===== src/rtl/object_motion_gen.sv =====
// object_motion_gen: single-sprite motion engine with wall-bounce and
// projectile (gravity) modes, launch/kill lifetime control and event pulses.
module object_motion_gen #(
   parameter int X_W      = 10,
   parameter int Y_W      = 9,
   parameter int SCREEN_W = 640,
   parameter int SCREEN_H = 480,
   parameter int CNT_W    = 32,
   parameter int VY_W     = 8
) (
   input  logic             clk,
   input  logic             rst,
   input  logic             launch,
   input  logic [X_W-1:0]   init_x,
   input  logic [Y_W-1:0]   init_y,
   input  logic [X_W-1:0]   obj_w,
   input  logic [Y_W-1:0]   obj_h,
   input  logic [CNT_W-1:0] tx,
   input  logic [CNT_W-1:0] ty,
   input  logic             dir_x,
   input  logic [VY_W-1:0]  vy0,
   input  logic [CNT_W-1:0] grav_period,
   input  logic             mode,
   input  logic             kill,
   output logic [X_W-1:0]   pos_x,
   output logic [Y_W-1:0]   pos_y,
   output logic             active,
   output logic             launch_ack,
   output logic             bounce_x,
   output logic             bounce_y,
   output logic             exited
);

   localparam int XS = X_W + 2;
   localparam int YS = Y_W + 2;
   localparam int VS = VY_W + 2;

   localparam logic signed [XS-1:0] X_SCR  = XS'(SCREEN_W);
   localparam logic signed [XS-1:0] X_ONE  = XS'(1);
   localparam logic signed [YS-1:0] Y_SCR  = YS'(SCREEN_H);
   localparam logic signed [VS-1:0] VY_ONE = VS'(1);
   localparam logic signed [VS-1:0] VY_MAX = VS'((1 << (VY_W - 1)) - 1);

   typedef enum logic {
      IDLE = 1'b0,
      MOVE = 1'b1
   } state_t;

   state_t                 state_q, state_d;
   logic [X_W-1:0]         pos_x_q, pos_x_d;
   logic [Y_W-1:0]         pos_y_q, pos_y_d;
   logic signed [VY_W-1:0] vy_q, vy_d;
   logic                   dir_q, dir_d;
   logic [CNT_W-1:0]       cnt_x_q, cnt_x_d;
   logic [CNT_W-1:0]       cnt_y_q, cnt_y_d;
   logic [CNT_W-1:0]       cnt_g_q, cnt_g_d;
   logic [CNT_W-1:0]       tx_q, tx_d;
   logic [CNT_W-1:0]       ty_q, ty_d;
   logic [CNT_W-1:0]       gp_q, gp_d;
   logic                   mode_q, mode_d;
   logic [X_W-1:0]         w_q, w_d;
   logic [Y_W-1:0]         h_q, h_d;
   logic                   ack_q, ack_d;
   logic                   bx_q, bx_d;
   logic                   by_q, by_d;
   logic                   ex_q, ex_d;

   logic                   tick_x, tick_y, tick_g;
   logic signed [XS-1:0]   cand_x, x_max;
   logic                   x_oob;
   logic signed [YS-1:0]   vy_y, next_y, y_max;
   logic signed [VS-1:0]   vy_v, vy_n;

   function automatic logic tick(input logic [CNT_W-1:0] cnt,
                                 input logic [CNT_W-1:0] p);
      return (p != '0) && (cnt == p - CNT_W'(1));
   endfunction

   function automatic logic [CNT_W-1:0] cnt_adv(input logic [CNT_W-1:0] cnt,
                                                input logic [CNT_W-1:0] p);
      return (tick(cnt, p) || (p == '0)) ? '0 : cnt + CNT_W'(1);
   endfunction

   assign tick_x = tick(cnt_x_q, tx_q);
   assign tick_y = tick(cnt_y_q, ty_q);
   assign tick_g = mode_q && tick(cnt_g_q, gp_q);

   assign cand_x = dir_q ? $signed({2'b00, pos_x_q}) - X_ONE
                         : $signed({2'b00, pos_x_q}) + X_ONE;
   assign x_max  = X_SCR - $signed({2'b00, w_q});
   assign x_oob  = cand_x[XS-1] || (cand_x > x_max);

   assign vy_y   = {{(YS - VY_W){vy_q[VY_W-1]}}, vy_q};
   assign vy_v   = {{2{vy_q[VY_W-1]}}, vy_q};
   assign next_y = $signed({2'b00, pos_y_q}) + vy_y;
   assign y_max  = Y_SCR - $signed({2'b00, h_q});

   always_comb begin
      state_d = state_q;
      pos_x_d = pos_x_q;
      pos_y_d = pos_y_q;
      vy_d    = vy_q;
      dir_d   = dir_q;
      cnt_x_d = cnt_x_q;
      cnt_y_d = cnt_y_q;
      cnt_g_d = cnt_g_q;
      tx_d    = tx_q;
      ty_d    = ty_q;
      gp_d    = gp_q;
      mode_d  = mode_q;
      w_d     = w_q;
      h_d     = h_q;
      ack_d   = 1'b0;
      bx_d    = 1'b0;
      by_d    = 1'b0;
      ex_d    = 1'b0;
      vy_n    = vy_v;
      unique case (state_q)
         IDLE: begin
            if (launch) begin
               state_d = MOVE;
               pos_x_d = init_x;
               pos_y_d = init_y;
               dir_d   = dir_x;
               vy_d    = vy0;
               tx_d    = tx;
               ty_d    = ty;
               gp_d    = grav_period;
               mode_d  = mode;
               w_d     = obj_w;
               h_d     = obj_h;
               cnt_x_d = '0;
               cnt_y_d = '0;
               cnt_g_d = '0;
               ack_d   = 1'b1;
            end
         end
         MOVE: begin
            if (kill) begin
               state_d = IDLE;
            end else begin
               cnt_x_d = cnt_adv(cnt_x_q, tx_q);
               cnt_y_d = cnt_adv(cnt_y_q, ty_q);
               cnt_g_d = cnt_adv(cnt_g_q, gp_q);
               // Leaving through the floor freezes the sprite where it was
               if (tick_y && mode_q && (next_y >= Y_SCR)) begin
                  ex_d    = 1'b1;
                  state_d = IDLE;
               end else begin
                  if (tick_x) begin
                     if (x_oob) begin
                        dir_d = ~dir_q;
                        bx_d  = 1'b1;
                     end else begin
                        pos_x_d = cand_x[X_W-1:0];
                     end
                  end
                  if (tick_y) begin
                     if (next_y[YS-1]) begin
                        pos_y_d = '0;
                        vy_n    = -vy_v;
                        by_d    = 1'b1;
                     end else if (!mode_q && (next_y > y_max)) begin
                        pos_y_d = y_max[Y_W-1:0];
                        vy_n    = -vy_v;
                        by_d    = 1'b1;
                     end else begin
                        pos_y_d = next_y[Y_W-1:0];
                     end
                  end
                  if (tick_g) begin
                     vy_n = vy_n + VY_ONE;
                  end
                  vy_d = (vy_n > VY_MAX) ? VY_MAX[VY_W-1:0]
                                         : vy_n[VY_W-1:0];
               end
            end
         end
         default: state_d = IDLE;
      endcase
   end

   always_ff @(posedge clk) begin
      if (rst) begin
         state_q <= IDLE;
         pos_x_q <= '0;
         pos_y_q <= '0;
         vy_q    <= '0;
         dir_q   <= 1'b0;
         cnt_x_q <= '0;
         cnt_y_q <= '0;
         cnt_g_q <= '0;
         tx_q    <= '0;
         ty_q    <= '0;
         gp_q    <= '0;
         mode_q  <= 1'b0;
         w_q     <= '0;
         h_q     <= '0;
         ack_q   <= 1'b0;
         bx_q    <= 1'b0;
         by_q    <= 1'b0;
         ex_q    <= 1'b0;
      end else begin
         state_q <= state_d;
         pos_x_q <= pos_x_d;
         pos_y_q <= pos_y_d;
         vy_q    <= vy_d;
         dir_q   <= dir_d;
         cnt_x_q <= cnt_x_d;
         cnt_y_q <= cnt_y_d;
         cnt_g_q <= cnt_g_d;
         tx_q    <= tx_d;
         ty_q    <= ty_d;
         gp_q    <= gp_d;
         mode_q  <= mode_d;
         w_q     <= w_d;
         h_q     <= h_d;
         ack_q   <= ack_d;
         bx_q    <= bx_d;
         by_q    <= by_d;
         ex_q    <= ex_d;
      end
   end

   assign pos_x      = pos_x_q;
   assign pos_y      = pos_y_q;
   assign active     = (state_q == MOVE);
   assign launch_ack = ack_q;
   assign bounce_x   = bx_q;
   assign bounce_y   = by_q;
   assign exited     = ex_q;

endmodule


===== config.mk =====
export PLATFORM = sky130hd
export DESIGN_NAME = object_motion_gen
export DESIGN_NICKNAME = d
export VERILOG_FILES = /design/src/rtl/object_motion_gen.sv
export SDC_FILE = /design/constraint.sdc
export NUM_CORES = 1
export LEC_CHECK = 0
export ABC_AREA = 1
export CAP_MARGIN = 20
export CORE_MARGIN = 4
export CORE_UTILIZATION = 31
export CTS_BUF_LIST = sky130_fd_sc_hd__clkbuf_8
export DETAILED_ROUTE_END_ITERATION = 10
export GPL_TIMING_DRIVEN = 1
export PLACE_DENSITY = 0.58
export SYNTH_ARGS = -nofsm -noshare
export SYNTH_HDL_FRONTEND = slang
export SYNTH_SLANG_ARGS = --single-unit

===== constraint.sdc =====
create_clock -name clk -period 12.45 [get_ports clk]
set_clock_uncertainty 0.2 [all_clocks]
set_input_delay 2.49 -clock clk [delete_from_list [all_inputs] [get_ports clk]]
set_output_delay 2.49 -clock clk [all_outputs]
set_load 0.005 [all_outputs]

-- Word-level counts from Yosys, hierarchy flattened
Cells that the tools add are included.
- multiplexer cells: 53
- bitwise logic cells: 4
- reduce and logical (&&, ||, !) cells: 28
- add/sub/neg operators: 13
- magnitude comparators: 4
- shift operators: 0
- divide/modulo/power cells: 0
- equality and inequality tests: 10
- multiply operators: 0
- operators by type and width (operator ; number):
    $mux W32 ; 7
    $pmux W32 S2 ; 3
    $mux W10 ; 15
    $add A32 B1 Y32 const B ; 3
    $eq A32 B32 Y1 ; 3
    $logic_not A32 Y1 ; 3
    $reduce_bool A32 Y1 ; 3
    $sub A32 B1 Y32 const B ; 3
    $mux W9 ; 6
    $mux W8 ; 4
    $pmux W10 S2 ; 1
    $pmux W9 S2 ; 1
    $pmux W8 S2 ; 1
    $gt A12 B11 Y1 ; 1
    $mux W1 ; 12
    $mux W12 ; 1
    $add A10 B1 Y11 const B ; 1
    $add A10 B8 Y11 ; 1
    $ge A11 B10 Y1 const B ; 1
    $gt A11 B10 Y1 ; 1
    $sub A10 B1 Y11 const B ; 1
    $sub A10 B10 Y11 const A ; 1
    $add A10 B2 Y10 const B ; 1
    $gt A10 B8 Y1 const B ; 1
    other kinds (16) ; 37
- memories: 0
- input bits: 148
- ROM bits: 0
- latch bits: 0
- RAM bits: 0
- logic and storage cells: 130
- register bits: 245

-- Longest topological paths before layout
- depth in word-level cells: 19
- depth in mapped cells: 35

-- Worst setup path before layout
OpenSTA, ideal clock, no wires.
- path type: flip-flop to flip-flop
- start: reg vy_q[0]
- end: reg vy_q[0]
- arrival: 3.859 ns
- slack: 8.252 ns
- stages on the path, launching flop included: 36
- cell sequence: dfxtp_1 > ha_1 > fa_1 > nand2_1 > nand2_1 > nand4_1 > nand2_1 > a21o_1 > nand2_1 > inv_1 > nor2_1 > ha_1 > nand2_1 > inv_1 > nand2_1 > inv_1 > a21oi_1 > nand2_1 > nand2_1 > nand2_1 > nand2_4 > nand2_2 > buf_2 > nand3_1 > nand2_1 > inv_1 > ha_1 > nand2_1 > nor2_1 > nand3_1 > nand2_1 > nand2_2 > nand2_4 > nand2_1 > nand2_1 > a21oi_2
- word-level cells in the longest chain between the ends: 19
- elaborated cells between the ends (all ways): 24
- those cells by class: add/sub (3); order compare (3); eq/ne (1); mux (14); reduce/logical (3)
- RTL lines (item ; line ; source):
    from (decl) ; 52 ; logic signed [VY_W-1:0] vy_q, vy_d;
    from (signal assigned) ; 207 ; vy_q <= vy_d;
    $add A10 B8 Y11 ; 95 ; assign next_y = $signed({2'b00, pos_y_q}) + vy_y;
    $gt A11 B10 Y1 ; 163 ; end else if (!mode_q && (next_y > y_max)) begin
    $logic_and A1 B1 Y1 ; 163 ;
    $mux W10 ; 163 ;
    $mux W10 ; 159 ; if (next_y[YS-1]) begin
    $mux W10 ; 158 ; if (tick_y) begin
    $mux W10 ; 146 ; if (tick_y && mode_q && (next_y >= Y_SCR)) begin
    $mux W10 ; 139 ; if (kill) begin
    [3 not listed] ; -- ;
    $mux W10 ; 146 ;
    $mux W10 ; 139 ;
    $mux W10 ; 118 ; unique case (state_q)
    $gt A10 B8 Y1 ; 174 ; vy_d = (vy_n > VY_MAX) ? VY_MAX[VY_W-1:0]
    $mux W8 ; 174 ;
    $mux W8 ; 146 ;
    $mux W8 ; 139 ;
    $pmux W8 S2 ; 118 ;
Parallel ways exist; a longest one is shown, timed or not. The select of a mux whose other input is x is not followed.
A chain may end at the register's enable or synchronous reset.

-- Worst setup path after layout
- start: in launch
- end: reg tx_q[8]
- word-level cells in the longest chain between the ends: 1
- RTL lines (item ; line ; source):
    from (decl) ; 13 ; input logic launch,
    $reduce_and A2 Y1 (no line) ; -- ;
    to (signal assigned) ; 212 ; tx_q <= tx_d;
    to (decl) ; 57 ; logic [CNT_W-1:0] tx_q, tx_d;
No other way between the ends.

==> flow_summary.ini <==
[outcome]
status = complete, no violations

[floorplanning]
die_area_mm2 = 0.0602
start_util_pct = 31.5
fp.coreArea_mm2 = 0.0554
ios = 172
die_w_um = 245
std_cell_rows = 86
die_h_um = 245

[synth]
syn_inst = 2730
ys_top_cells_by_area = dfxtp_1 (28%), nand2_1 (11%), nor2_1 (10%), xor2_1 (7.6%), inv_1 (6.1%)
synth_area_leader_cell = dfxtp_1
synth_compound_area_share_pct = 13.9
synth_top_area_share_pct = 28.1
ys_seq_area_share_pct = 28.1
ys_types = 66
ys.flop_type = dfxtp_1
synth_top_family_by_area = simple AND/OR/NAND/NOR gates
syn-mean-instance-area_um2 = 6.40
syn_area_mm2 = 0.0175
muxShareOfSynthArea_pct = 0.172
synth_nets = 2923
synth-async-reset-ratio_pct = 0
synth_edf_count = 0
synth_most_common_cell = nand2_1
synthSimpleGateAreaFrac_pct = 36.2
synthXorXnorAreaFrac_pct = 9.91
yosysWarningCount = 0
ys_seq_elements = 245
synth_fa_ha_area_share_pct = 3.27
yosys-top-cells-count = nand2_1 (523), nor2_1 (465), inv_1 (284), dfxtp_1 (245), o21ai_0 (193)

[clocking]
clock_path_buffers = 3
clock_latency_ns = 0.60
htreeDepth = 2
post_cts_buffers = 0
clkSinkCount = 245
cts-resized-gates = 0
cts_buffers = 45
hold_buffers = 0
cts-root-buf = clkbuf_8
cts_tree = done
clk_pin_slew_ns = 0.06

[placement]
dp_hpwl_um = 39700
gp_congestion = 0.856
place_area_mm2 = 0.0198
dp_slack_ns = 6.68
place.port_buffers = 171

[global_route]
met1_usage_pct = 22.9
grtUsageMet3_pct = 3.46
grt_use_met2_pct = 28.6
busiest_layer = met2
first_global_vias = 16700
grt_max_degree = 101
grt_pass1_wl_um = 86100
gr-total-overflow = 0
grt_use_total_pct = 17.3
antenna_found_initial = 3

[timing]
finalCriticalPeriod_ns = 5.10
grt_setup_unrepaired = no
setup-tns-final_ns = 0
max_freq_mhz = 196
hold_viol = 0
worst_slack_ns = 7.35
fin_crit_sh_pct = 41.0
maxSlewViolCount = 0
hold_slack_ns = 0.277
worst_pin_slew_ns = 1.07
max_slew_margin_pct = 28.8
finalSetupViolCount = 0

[drt]
drtPass1Iterations = 5
wl_per_cell_um = 14.6
drt-initial-drc-count = 912
remaining_drc_errors = 0
drt-vias-per-instance = 4.74
antenna_left = 0
drt-total-wl_um = 53200
vias = 17300

[finish]
regArea_mm2 = 0.00490
drive_gt1_share_pct = 7.14
fin_area_mm2 = 0.0208
fin_nets = 3060
multi_input_area_mm2 = 0.0111
areaGrowthSynthToFinish_pct = 19.0
num-fill-cells = 6006

[setup_path]
required_ns = 12.70
crit_path_start_kind = input pin
worstSetupPathType = input pin to flop
arrival_ns = 5.35
cp-end-kind = flop
reg2reg_from = vy_q[0]
critPathMaxFanout = 98
startpoint = launch

[job]
cap_violations = 0

[worst_hold_path]
hp-class = flop to flop
hp-start = h_q[1]

[pwr]
power_per_cell_area_mw_per_mm2 = 112
ir_worst_vdd_v = 0.0000612
p_leak_nw = 8.70
-- sequential cells by signal, summed over array words and instances, names as in the netlist --
name / cells
cnt_g_q: 32
cnt_x_q: 32
cnt_y_q: 32
gp_q: 32
tx_q: 32
ty_q: 32
pos_x: 10
w_q: 10
h_q: 9
pos_y: 9
vy_q: 8
active: 1
bounce_x: 1
bounce_y: 1
dir_q: 1
exited: 1
launch_ack: 1
mode_q: 1
-- stage by stage --
stage	std cells	utilization (%)	total power, mW
floorplan	2730	-	1.31
global placement	3568	35.8	1.51
detailed placement	3568	35.8	1.51
CTS	3649	37.5	2.36
global route	3651	37.5	2.48
finish	3651	37.5	2.32
-- path summary, 6_finish.rpt --
check | slack (ns) | depth (start not counted) | end
worst min register to register | 0.28 | 2 | h_q[1]
worst max-delay path | 7.35 | 8 | tx_q[8]
worst min-delay path | 0.28 | 2 | h_q[1]
worst max register to register | 7.47 | 34 | vy_q[5]
-- area by class of cell --
type / instances / area share, %
Tap cell: 748 / 4.50
Multi-Input combinational cell: 2102 / 53.4
Clock buffer: 62 / 4.10
Clock inverter: 19 / 0.542
Inverter: 294 / 5.35
Timing Repair Buffer: 179 / 8.51
Sequential cell: 245 / 23.6
Antenna cell: 2 / 0.0241
-- layer usage --
layer  vias up  part of all wire, %
li1       9172                    -
met1      7781                   48
met2       286                   45
met3        81                  4.5
met4         0                  2.8
met5         -                    0
-- report_power, final --
part           switching [mW]  leakage (nW)  internal (mW)
combinational           0.368          6.16          0.235
clock                   0.367         0.537          0.462
sequential             0.0618          2.01          0.828
-- cell families (layout without fill, tap and decap cells) --
kind of cell / after synthesis / in the layout
AOI/OAI and AO/OA: 443 / 443
muxes: 3 / 3
DFF: 245 / 245
other: 0 / 2
adders and majority gates: 45 / 45
xor gates and xnor gates: 196 / 196
buffers and inverters: 383 / 554
and+or+nand+nor: 1415 / 1415
-- worst max-delay path, cell delays in order --
cell and delay (ns):
clkdlybuf4s50_1 0.45, inv_1 0.07, nor2_4 0.28, buf_4 0.64, inv_4 0.41, buf_4 0.53
o21ai_0 0.31, a21oi_1 0.06
-- cells in the final DEF (no fill, tap or decap), types with 151 or more instances in the layout --
cell,n
o21ai_0,193
inv_1,292
dfxtp_1,245
a21oi_1,173
clkdlybuf4s50_1,170
nand2_1,523
nor2_1,463
nand3_1,158
xor2_1,151
(Power assumes the default switching activity.)
